$ cat src/rtl/move_sequencer.sv
// Single-axis-at-a-time stepper sequencer: takes one face move, enables that face's driver,
// emits the step pulse train, then holds torque until the external settle timer expires.
module move_sequencer #(
    parameter int STEPS_PER_QUARTER = 50,
    parameter int STEP_PERIOD       = 25000,
    parameter int STEP_HIGH         = 12500,
    parameter int DIR_SETUP         = 25
) (
    input  logic        clock,
    input  logic        reset,
    input  logic        move_valid,
    input  logic [2:0]  move_face,
    input  logic        move_dir,
    input  logic [1:0]  move_turns,
    output logic        move_ready,
    output logic        busy,
    output logic [5:0]  step,
    output logic [5:0]  dir,
    output logic [5:0]  motor_en,
    output logic        delay_start,
    input  logic        delay_done,
    output logic        move_error,
    output logic [15:0] moves_done,
    output logic [2:0]  dbg_state
);

    localparam int CNT_MAX = (STEP_PERIOD > DIR_SETUP) ? STEP_PERIOD : DIR_SETUP;
    localparam int CW      = $clog2(CNT_MAX + 1);
    localparam int SW      = $clog2(2 * STEPS_PER_QUARTER + 1);

    localparam logic [CW-1:0] SETUP_LAST = CW'(DIR_SETUP - 1);
    localparam logic [CW-1:0] HI_LAST    = CW'(STEP_HIGH - 1);
    localparam logic [CW-1:0] LO_LAST    = CW'(STEP_PERIOD - STEP_HIGH - 1);
    localparam logic [SW-1:0] STEPS_ONE  = SW'(STEPS_PER_QUARTER);
    localparam logic [SW-1:0] STEPS_TWO  = SW'(2 * STEPS_PER_QUARTER);

    typedef enum logic [2:0] {
        IDLE,
        SETUP,
        STEP_HI,
        STEP_LO,
        SETTLE_START,
        SETTLE_WAIT
    } state_t;

    // Handshake: a move transfers on any cycle where move_valid && move_ready; move_ready is
    // high only in IDLE and the source must hold the move stable until then.
    state_t        state;
    logic [CW-1:0] cnt;
    logic [SW-1:0] steps_left;
    logic [5:0]    face_mask;

    logic          move_bad;
    logic [5:0]    new_mask;
    logic          new_dir;

    assign move_bad  = (move_face > 3'd5) || (move_turns == 2'd0);
    assign new_mask  = 6'b000001 << move_face;
    // Three quarter turns one way is one quarter turn the other way.
    assign new_dir   = (move_turns == 2'd3) ? ~move_dir : move_dir;
    assign dbg_state = state;

    always_ff @(posedge clock) begin
        if (reset) begin
            state       <= IDLE;
            cnt         <= '0;
            steps_left  <= '0;
            face_mask   <= '0;
            step        <= '0;
            dir         <= '0;
            motor_en    <= '0;
            delay_start <= 1'b0;
            move_error  <= 1'b0;
            busy        <= 1'b0;
            move_ready  <= 1'b1;
            moves_done  <= '0;
        end else begin
            move_error  <= 1'b0;
            delay_start <= 1'b0;
            case (state)
                IDLE: begin
                    if (move_valid) begin
                        if (move_bad) begin
                            move_error <= 1'b1;
                        end else begin
                            face_mask  <= new_mask;
                            motor_en   <= new_mask;
                            dir        <= new_dir ? new_mask : 6'd0;
                            steps_left <= (move_turns == 2'd2) ? STEPS_TWO : STEPS_ONE;
                            cnt        <= SETUP_LAST;
                            busy       <= 1'b1;
                            move_ready <= 1'b0;
                            state      <= SETUP;
                        end
                    end
                end
                SETUP: begin
                    if (cnt == '0) begin
                        step  <= face_mask;
                        cnt   <= HI_LAST;
                        state <= STEP_HI;
                    end else begin
                        cnt <= cnt - CW'(1);
                    end
                end
                STEP_HI: begin
                    if (cnt == '0) begin
                        step       <= '0;
                        cnt        <= LO_LAST;
                        steps_left <= steps_left - SW'(1);
                        state      <= STEP_LO;
                    end else begin
                        cnt <= cnt - CW'(1);
                    end
                end
                STEP_LO: begin
                    if (cnt != '0) begin
                        cnt <= cnt - CW'(1);
                    end else if (steps_left == '0) begin
                        delay_start <= 1'b1;
                        state       <= SETTLE_START;
                    end else begin
                        step  <= face_mask;
                        cnt   <= HI_LAST;
                        state <= STEP_HI;
                    end
                end
                SETTLE_START: begin
                    state <= SETTLE_WAIT;
                end
                SETTLE_WAIT: begin
                    // Driver stays enabled here so the face holds position while settling.
                    if (delay_done) begin
                        moves_done <= moves_done + 16'd1;
                        motor_en   <= '0;
                        dir        <= '0;
                        busy       <= 1'b0;
                        move_ready <= 1'b1;
                        state      <= IDLE;
                    end
                end
                default: begin
                    state <= IDLE;
                end
            endcase
        end
    end

endmodule

$ cat config.mk
export PLATFORM = sky130hd
export DESIGN_NAME = move_sequencer
export DESIGN_NICKNAME = d
export VERILOG_FILES = /design/src/rtl/move_sequencer.sv
export SDC_FILE = /design/constraint.sdc
export NUM_CORES = 1
export LEC_CHECK = 0
export CORE_ASPECT_RATIO = 0.9
export CORE_MARGIN = 2
export CORE_UTILIZATION = 53
export CTS_CLUSTER_SIZE = 10
export DETAILED_ROUTE_END_ITERATION = 16
export PLACE_DENSITY = 0.88
export SYNTH_ARGS = -nofsm -noshare
export SYNTH_HDL_FRONTEND = slang
export SYNTH_SLANG_ARGS = --single-unit
$ cat constraint.sdc
create_clock -name clock -period 3.1 [get_ports clock]
set_input_delay 0.62 -clock clock [delete_from_list [all_inputs] [get_ports clock]]
set_output_delay 0.62 -clock clock [all_outputs]
set_load 0.02 [all_outputs]
Yosys cells after proc, flatten, opt, wreduce, memory -nomap -nowiden --
Cells that the tools add are included.
Cells by class: $add $sub $neg 3, order comparisons 1, equal/unequal tests 15, shift operators 1, mux-type cells 43, bitwise logic cells 5, reductions and logical operators 20
Operators with widths (number):
- 15-bit 2-to-1 mux | 5
- 6-bit 2-to-1 mux | 10
- 15-bit one-hot mux with 3 select lines | 1
- 7-bit 2-to-1 mux | 4
- 6-bit one-hot mux with 2 select lines | 2
- 3-bit 2-to-1 mux | 7
- 3-bit one-hot mux with 6 select lines | 1
- 6-bit one-hot mux with 3 select lines | 1
- 16-bit by 1-bit adder with 16-bit output, second input constant | 1
- 15-bit logical NOT | 1
- 15-bit nonzero test | 1
- 15-bit by 1-bit subtractor with 15-bit output, second input constant | 1
- 2-bit != test, second input constant | 7
- 7-bit one-hot mux with 2 select lines | 1
- 4-bit AND reduction | 3
- 1-bit 2-to-1 mux | 9
- 7-bit logical NOT | 1
- 7-bit by 1-bit subtractor with 7-bit output, second input constant | 1
- 3-bit by 2-bit equality test with 1-bit output, second input constant | 2
- 3-bit equality test, second input constant | 2
- 6-bit AND reduction | 1
- 3-bit nonzero test | 2
- 3-bit OR reduction | 2
- 1-bit by 3-bit left shift with 6-bit output, first input constant | 1
- 14 further kinds | 21
Storage, ports and cells: register bits 69, bits of input ports 10, output and inout bits 41, logic and storage cells 100

Longest topological paths before layout --
depth after elaboration 6, mapped depth 8, depth with buffers taken out 7

Worst setup path before layout --
OpenSTA, ideal clock, no wires.
path type input port to flip-flop, from input port move_face[2], to register cnt[9], library setup time 0.116 ns, arrival 2.185 ns, required time 2.984 ns, slack 0.799 ns, stages 7, buffers on the path 2, path through clkbuf_1 a2bb2oi_1 a21boi_0 a311oi_1 clkbuf_1 o21ai_0 a31o_2
On the way: longest elaborated chain between the ends 4
RTL lines:
- start, declared | RTL line 12 | input logic [2:0] move_face,
- 3-bit greater-than comparator | RTL line 57 | assign move_bad = (move_face > 3'd5) || (move_turns == 2'd0);
- 1-bit logical OR | RTL line 57
- 2-bit != test (no source line)
- 4-bit AND reduction (no source line)
- end signal, assigned | RTL line 103 | cnt <= cnt - CW'(1);
- end signal, assigned | RTL line 113 | cnt <= cnt - CW'(1);
- end signal, assigned | RTL line 118 | cnt <= cnt - CW'(1);
- end, declared | RTL line 49 | logic [CW-1:0] cnt;
Every way passes these cells. A chain may end at the register's enable or synchronous reset.

Worst setup path in the final report --
from register cnt[0], to register cnt[3]
On the way: longest elaborated chain between the ends 3, elaborated cells between the ends (all ways) 8, those cells by class add/sub (1); eq/ne (1); mux (3); reduce/logical (3)
RTL lines:
- 15-bit by 1-bit subtractor with 15-bit output (tied with other cells) | RTL line 103, 113, 118
- 15-bit 2-to-1 mux (tied with other cells) | RTL line 117 | if (cnt != '0) begin
- 15-bit one-hot mux with 3 select lines / 4-bit AND reduction (equally long branches)
Several ways; a longest one is shown, not always the timed one.

==> metrics list <==
- The portion of synthesized area spent on multiplexers is 0.314%.
* Depth of the worst register-to-register path: 7
- Routed wire length: 8030 µm
- Compared with the post-synthesis result, the final layout area differs by 25.6%.
* Number of buffers added for setup after CTS: 0
* H-tree depth: 3
* Relative slew margins: 35.4%
* FF+latch count, synth: slightly below 70
- Syn Inst Count: 382
- The initialized floorplan defines 26 standard-cell rows.
- Setup repair after global routing left no endpoint under its margin.
- The count of final hold-check violations came to 0.
* Instance area after placement: 3760 µm²
- Summing the areas of all compound-gate instances in the mapped netlist gives 18.5% of the synthesized area.
- Dominant combinational cell family by area after synthesis: simple AND/OR/NAND/NOR gates
- Clock-pin slew was measured on the worst setup and hold paths at approximately 80 ps.
* CTS tree: yes
* Number of clock sinks seen by CTS: 69
* WHS Path Cells: 2
* Vias in the first global route: 2847
* Xor-xnor portion of the synthesized cell area: 4.12%
* Critical Path Source Type: register
- The run finished, with violations left.
- Worst Path Required: 3350 ps
- The synthesized netlist devotes between 20 and 30% of its cell area to simple gates.
- Min-Delay Path Class: register to register
- Die Width: 85.7 µm
- First DRT Iteration DRCs: 289
- Drt wl/cell: 15.8 µm
* Util after Layout: a little over two thirds
* Final estimated routing congestion in global placement: 0.882
- In the routed design, unresolved DRC markers number 4.
- For this configuration, the core starts out at a cell density of 55.3%.
- P_leak: approximately 1.4 nW
- ANT cells: 0
- Before antenna repair, the detailed router went through 11 iterations.
- Final hold slack: 453 ps
- Endpoints failing setup: 0
* CTS-repair resized insts: 0
* Number of nets with antenna violations after detailed routing: 0
- Violated checks: DRC
- Of the synthesized area, sequential elements account for 43.3%.
* Worst Path Max Fanout: 9
* Die Y-Extent: 77.6 µm
* Leading register cell type out of synthesis: dfxtp_1
- At the pin with the least slew margin, the transition time is 959 ps.
* Arithmetic-cell share of the synthesized area counting full adders, half adders and majority gates: 1.57%
* Post-layout nets: 448
* Initial antenna violation count: 0
- Clock tree synthesis inserted a total of 9 buffers.
- STA puts the critical path data arrival time at 2840 ps.
- Clock skew on the completed layout was measured at about 7.4 ps.
* Cell area after layout: 4000 µm²
- Maximum number of pins on one net before global-route repair: 31
- In the layout the commonest cells are dfxtp_1 (69), clkdlybuf4s50_1 (49), nor2_1 (41), nand2_1 (38), a21oi_1 (37).
* Min Tclk post-route: ~2600 ps
- Routed vias: a little over 3000
- Master cell of the clock root buffer: clkbuf_8
* Setup Total Neg Slack: 0 ps
- Clock latency on the worst-skew pair, taken at its later pin, is 350 ps.
* Global-route wire length before repair: 13500 µm
- Across every metal layer, demand over resource in global routing totals 25.3%.
- Yosys warns: 0
* Yosys top cell by area: dfxtp_1
- Max Cap Viol: 0
* Crit share post-route: around 84%
- Sorting the synthesized cells by area gives the leading types as dfxtp_1 (43%), a21oi_1 (5.8%), nor2_1 (4.8%).
- The critical path is of the register to register type.
* Total power draw: 0.00368 W
- Number of ports placed on the die boundary: ~50
- The netlist uses 57 different library cells.
* Number of hold buffers added after CTS: 0
- Worst setup EP type: register
- Number of buffer cells added on primary ports: 50
* Number of vias per cell: about 6.0
* Number of synthesized flops with an enable pin: 0
- For this run, asynchronously set or reset flops after synthesis account for 0%.
- In this run the power density over the cells is 918 nW/µm².
- The number of pins exceeding their max-slew limit in the final report is 0.
- Post-Syn Nets: 396
* Share of Yosys cell area claimed by the top area cell type: about 43%
- Peak supply drop: 424 µV
* Maximum count of clock buffers along a single path: 2
- Detail Placement HPWL: 5510 µm
* Highest achievable clock rate: around 380 MHz
* Average cell area after synthesis: about 8.3 µm²
- Die Area: 6650 µm²
* Final global-route overflow total: 0
- In this run the cell area of the synthesized design comes to ~3200 µm².
* CORE AREA: 5760 µm²
- Most common cell after layout, fill and taps aside: dfxtp_1
- Of the cells placed in the final design, the portion with a size suffix greater than 1 is 9.34%.
[metal layers]
metal	global-route usage (%)	up-vias	routed length, µm
li1	-	1487	-
met1	33.0	1433	3460
met2	39.5	123	3870
met3	8.40	14	586
met4	7.94	0	107
met5	0	-	0
[cell families after synthesis]
logic type / after synthesis
xor gates and xnor gates: 15
buffers and inverters: 32
DFF: 69
adders and majority gates: 4
AOI/OAI and AO/OA: 92
and+or+nand+nor: 169
muxes: 1
[Yosys cell counts, types with 4 or more instances]
cell type and n:
or3_1 6, a22oi_1 4, ha_1 4, nor4_1 8, a311oi_1 4, nor2b_1 4
clkbuf_1 16, xnor2_1 7, nand3_1 19, xor2_1 8, dfxtp_1 69, o21ai_0 16
nor3_1 18, nand2_1 38, a21oi_1 37, a31oi_1 4, nand4_1 7, inv_1 13
nor2_1 41
[power by group]
| group | switching [W] | total [W] | internal (W) |
|---|---|---|---|
| clock | 0.000363 | 0.000903 | 0.000540 |
| sequential | 0.000152 | 0.00116 | 0.00101 |
| combinational | 0.00102 | 0.00161 | 0.000595 |
[path summary, 6_finish.rpt]
check / start / end / slack (ps)
min reg2reg: step[0]$_SDFFE_PP0P_ / step[0]$_SDFFE_PP0P_ / 450
max: cnt[0]$_SDFFE_PP0P_ / cnt[3]$_SDFFE_PP0P_ / 500
max reg2reg: cnt[0]$_SDFFE_PP0P_ / cnt[3]$_SDFFE_PP0P_ / 500
min: step[0]$_SDFFE_PP0P_ / step[0]$_SDFFE_PP0P_ / 450
[critical path: stages (launching register included)]
cell	delay, ps
dfxtp_1	350
inv_1	90
ha_1	200
nor3b_1	430
nand3_1	480
nor2_1	520
o21ai_0	160
a32o_1	270
[stage by stage]
stage          setup WS [ps]  std cells
5_1_grt                  260        509
3_5_place_dp             417        493
4_1_cts                  553        509
2_1_floorplan            799        382
6_report                 502        509
3_3_place_gp             436        493
[area by class of cell]
class | instances | area, µm²
Fill cell | 453 | 1760
Multi-Input combinational cell | 281 | 1670
Sequential cell | 69 | 1380
Timing Repair Buffer | 60 | 571
Clock buffer | 9 | 124
Clock inverter | 7 | 121
Tap cell | 70 | 87.6
Inverter | 13 | 48.8
[sequential cells by signal, indices dropped and copies added (netlist names)]
| register | cells |
|---|---|
| moves_done | 16 |
| move_ready | 1 |
| dbg_state | 3 |
| steps_left | 7 |
| dir | 6 |
| busy | 1 |
| face_mask | 6 |
| delay_start | 1 |
| cnt | 15 |
| move_error | 1 |
| step | 6 |
| motor_en | 6 |
Power figures use the tool's default switching activity.
